$ cat src/rtl/et_sng_pkg.sv
// Shared types and helpers for the early-termination stochastic number generator.
// Holds the FSM state encoding plus the bit-reversal and boundary-detect helpers.
package et_sng_pkg;

    typedef enum logic {
        IDLE = 1'b0,
        RUN  = 1'b1
    } state_t;

    // Reverse the low w bits of v; bits at or above w come back as zero.
    function automatic logic [31:0] bit_rev(input logic [31:0] v, input int unsigned w);
        logic [31:0] r;
        r = '0;
        for (int i = 0; i < 32; i++) begin
            if (i < int'(w)) begin
                r[int'(w) - 1 - i] = v[i];
            end
        end
        return r;
    endfunction

    // True when v+1 is a power of two (v = 0, 1, 3, 7, ...).
    function automatic logic is_pow2_m1(input logic [31:0] v);
        return ((v + 32'd1) & v) == 32'd0;
    endfunction

endpackage

$ cat src/rtl/et_sng_rev_ctr.sv
// Beat counter for the SNG: exposes the bit-reversed low count, the power-of-two
// segment flag and the end-of-stream flag against the latched stream length.
module et_sng_rev_ctr
    import et_sng_pkg::*;
#(
    parameter int WIDTH = 8
) (
    input  logic             clk,
    input  logic             rst_n,
    input  logic             clear,
    input  logic             enable,
    input  logic [WIDTH:0]   len_q,
    output logic [WIDTH-1:0] rev_cnt,
    output logic             seg,
    output logic             last
);

    // One bit wider than the value so a full 2^WIDTH-beat stream ends without wrap.
    logic [WIDTH:0] ctr_reg;

    always_ff @(posedge clk) begin
        if (!rst_n || clear) begin
            ctr_reg <= '0;
        end else if (enable) begin
            ctr_reg <= ctr_reg + (WIDTH+1)'(1);
        end
    end

    generate
        for (genvar gi = 0; gi < WIDTH; gi++) begin : g_rev
            assign rev_cnt[gi] = ctr_reg[WIDTH-1-gi];
        end
    endgenerate

    assign seg  = is_pow2_m1(32'(ctr_reg));
    assign last = (ctr_reg == len_q);

endmodule

$ cat src/rtl/et_sng.sv
// Early-termination stochastic number generator: turns an unsigned fraction Bx into a
// unipolar bitstream whose every power-of-two prefix encodes Bx at that precision.
module et_sng
    import et_sng_pkg::*;
#(
    parameter int WIDTH  = 8,
    parameter int PREC_W = $clog2(WIDTH+1)
) (
    input  logic              clk,
    input  logic              rst_n,
    input  logic              in_valid,
    output logic              in_ready,
    input  logic [WIDTH-1:0]  Bx,
    input  logic [PREC_W-1:0] prec,
    input  logic              stop,
    output logic              px_valid,
    input  logic              px_ready,
    output logic              px,
    output logic              px_seg,
    output logic              px_last
);

    state_t            state_reg;
    logic [WIDTH-1:0]  bx_q;
    logic [WIDTH:0]    len_q;

    logic [PREC_W-1:0] prec_c;
    logic [WIDTH:0]    len_next;
    logic [WIDTH-1:0]  rev_cnt;
    logic              seg;
    logic              last;
    logic              fire;
    logic              running;

    assign prec_c   = (int'(prec) > WIDTH) ? PREC_W'(WIDTH) : prec;
    assign len_next = ((WIDTH+1)'(1) << prec_c) - (WIDTH+1)'(1);

    assign running = (state_reg == RUN);
    assign fire    = running && px_ready;

    et_sng_rev_ctr #(
        .WIDTH (WIDTH)
    ) u_rev_ctr (
        .clk     (clk),
        .rst_n   (rst_n),
        .clear   (!running),
        .enable  (fire),
        .len_q   (len_q),
        .rev_cnt (rev_cnt),
        .seg     (seg),
        .last    (last)
    );

    always_ff @(posedge clk) begin
        if (!rst_n) begin
            state_reg <= IDLE;
            bx_q      <= '0;
            len_q     <= '0;
        end else begin
            case (state_reg)
                IDLE: begin
                    if (in_valid) begin
                        bx_q      <= Bx;
                        len_q     <= len_next;
                        state_reg <= RUN;
                    end
                end
                RUN: begin
                    // A beat handshaken alongside stop still counts as delivered.
                    if (stop || (fire && last)) begin
                        state_reg <= IDLE;
                    end
                end
                default: state_reg <= IDLE;
            endcase
        end
    end

    // All outputs decode registered state only, so px_ready never reaches px.
    assign in_ready = !running;
    assign px_valid = running;
    assign px       = running && (rev_cnt < bx_q);
    assign px_seg   = running && seg;
    assign px_last  = running && last;

endmodule

$ cat config.mk
export PLATFORM = sky130hd
export DESIGN_NAME = et_sng
export DESIGN_NICKNAME = d
export VERILOG_FILES = /design/src/rtl/et_sng_pkg.sv /design/src/rtl/et_sng_rev_ctr.sv /design/src/rtl/et_sng.sv
export SDC_FILE = /design/constraint.sdc
export NUM_CORES = 1
export LEC_CHECK = 0
export ABC_AREA = 1
export CORE_MARGIN = 2
export CORE_UTILIZATION = 45
export CTS_BUF_LIST = sky130_fd_sc_hd__clkbuf_16
export DETAILED_ROUTE_END_ITERATION = 8
export PLACE_DENSITY = 0.79
export SKIP_CTS_REPAIR_TIMING = 1
export SLEW_MARGIN = 10
export SYNTH_ARGS = -nofsm -noshare
export SYNTH_HDL_FRONTEND = slang
export SYNTH_HIERARCHICAL = 1
export SYNTH_SLANG_ARGS = --single-unit
$ cat constraint.sdc
create_clock -name clk -period 2 [get_ports clk]
set_input_delay 0.2 -clock clk [delete_from_list [all_inputs] [get_ports clk]]
set_output_delay 0.2 -clock clk [all_outputs]
set_load 0.005 [all_outputs]
==> results_dict.tcl, run 1 <==
set metrics [dict create \
    status "complete, but fails checks" \
    violations "setup timing" \
    setup_viol 1 \
    crit_arrival_ns 1.81 \
    startpoint "u_rev_ctr/ctr_reg[1]" \
    cp_max_fo 4 \
    final_util_pct 56.7 \
    cts_tree "yes" \
    min_path_type "reg2reg" \
    worstSetupStartpointType "flop" \
    fp.dieArea_um2 4310 \
    ant_nets 0 \
    core_area_um2 3660 \
    maxSlewHeadroom_pct 65.4 \
    fin_cells 306 \
    grt_use_met3_pct 2.23 \
    placedCellCount 302 \
    gr-total-overflow 0 \
    max_freq_ghz 0.498 \
    fillerInstances 340 \
    p_per_area_nw_per_um2 613 \
    critPathRequiredTime_ns 1.80 \
    cts_made_buffers 3 \
    area.sequential_um2 544 \
    finalWirelength_um 3760 \
    die_w_um 65.7 \
    ys_ff_latch 27 \
    nNetsFinal 293 \
    final_cell_mix "45 x nand2_1, 36 x inv_1, 25 x nor2_1" \
    syn_avg_cell_area_um2 7.25 \
    power.leakage_nw 0.988 \
    synth_fp_nets 270 \
    finalMaxSlewViolations 0 \
    period_minus_slack_ns 2.01 \
    worstMarginPinSlew_ns 0.518 \
    clock_latency_ns 0.26 \
    finClkSkew_ns 0.00192 \
    placed_cell_area_um2 1940 \
    start_util_pct 46.7 \
    synth_cell_type_count 26 \
    yosysSeqAreaShare_pct 31.6 \
    synth_warnings 6 \
    power_mw 1.27 \
    grt_max_degree 22 \
    drc 0 \
    wl_per_cell_um 12.3 \
    rsz0062_at_grt "yes" \
    hp-start "len_q[8]" \
    grt_usage_pct 19.0 \
    fin_ws_ns -0.0100 \
    numPortBuffers 21 \
    die_h_um 65.7 \
    period_share_pct 101 \
    synthCells 236 \
    grt_pass1_wl_um 6360 \
    numClockSinks 27 \
    ctsLongestPathBuffers 2 \
    cts.htree.levels 1 \
    grt_use_met1_pct 22.3 \
    design_area_um2 2080 \
    ir_worst_vdd_uv 379 \
    path_class "reg2out" \
    via_per_inst 4.94 \
    drtIter0Drc 95 \
    r2r_start "u_rev_ctr/ctr_reg[4]" \
    drive_above_1_share_pct 13.6 \
    area_growth_syn_to_layout_pct 21.4 \
    use_met2_pct 35.1 \
    num_vias 1513 \
    antenna_cells 0 \
    num_io_pins 22 \
    first_global_vias 1437 \
    antenna_found_initial 0 \
    cap_violations 0 \
    netlist_area_um2 1710 \
    worstSetupEndpointType "output pin" \
    rows 22 \
    gp_congestion 0.792 \
    multi_input_area_um2 943 \
    final_hold_viol_count 0 \
    first_pass_iters 4 \
    clkSlewWorstSetupHoldPaths_ns 0.07 \
    busiest_layer "met2" \
    dp_hpwl_um 2720 \
    layout_commonest_cell "nand2_1" \
    root_buffer "clkbuf_16" \
]
-- path summary, 6_finish.rpt --
path | to | slack, ns | cells past startpoint
setup / recovery | px_seg | -0.01 | 9
hold / removal | len_q[8] | 0.45 | 2
setup reg to reg | u_rev_ctr/ctr_reg[8] | 0.64 | 5
hold reg to reg | len_q[8] | 0.45 | 2
-- layout make-up --
class / instances / area share [%]
inverters: 39 / 7.05
clock buffers: 3 / 3.61
flip-flops and latches: 27 / 26.2
repair buffers: 32 / 14.6
well taps: 48 / 2.89
multi-input cells: 156 / 45.4
clock inverters: 1 / 0.181
-- layer usage --
layer,routed length (µm),vias up
met5,0,-
met4,93,0
met3,125,9
met2,1860,34
met1,1680,678
li1,-,792
-- worst max-delay path: stages (launching register included) --
cell and delay [ns]:
dfxtp_2 0.32, buf_4 0.14, buf_4 0.15, ha_1 0.23
nor3_2 0.22, nand3_1 0.12, nor2_1 0.12, nand2_1 0.07
inv_1 0.06, dlymetal6s2s_1 0.12
-- metrics by stage --
| step | TNS, ns | worst slack [ns] | hold slack, ns |
|---|---|---|---|
| after global placement | -0.0122 | -0.0122 | 0.438 |
| final | -0.0100 | -0.0100 | 0.448 |
| after detailed placement | -0.195 | -0.195 | 0.443 |
| after global routing | -0.0949 | -0.0949 | 0.470 |
| after floorplan | 0 | 0.417 | 0.338 |
| after CTS | -0.740 | -0.481 | 0.453 |
-- cells in the mapped netlist (all sizes together) --
cell type | instances | area (µm²)
a31oi | 1 | 6.26
a211o | 1 | 8.76
o21a | 1 | 7.51
o21ai | 13 | 65.1
nand4 | 3 | 18.8
dfxtp | 27 | 541
buf | 13 | 120
o21bai | 1 | 7.51
a211oi | 9 | 72.6
xnor2 | 4 | 35.0
inv | 39 | 146
a21oi | 15 | 75.1
nand2 | 48 | 198
nor3 | 3 | 15.0
ha | 17 | 213
nor2 | 30 | 128
clkbuf | 1 | 3.75
nand3 | 10 | 50.1
-- cell families after synthesis --
kind of cell	count (synthesis)	share of synthesized area [%]
xor+xnor	4	2.05
compound gates	41	14.2
flops	27	31.6
buf+inv	53	15.8
simple gates	94	23.9
fa+ha+maj	17	12.4
-- power breakdown --
part           total, mW  internal, mW  switching [mW]
sequential         0.587         0.569          0.0183
clock              0.454         0.268           0.186
combinational      0.233         0.106           0.127
Note: power is estimated with default switching activity, not from simulation.
==> run 2: changes to the inputs <==
- CAP_MARGIN: default -> 20
==> results of run 2 <==
No change in the layout: final DEF, timing and power equal those of run 1.
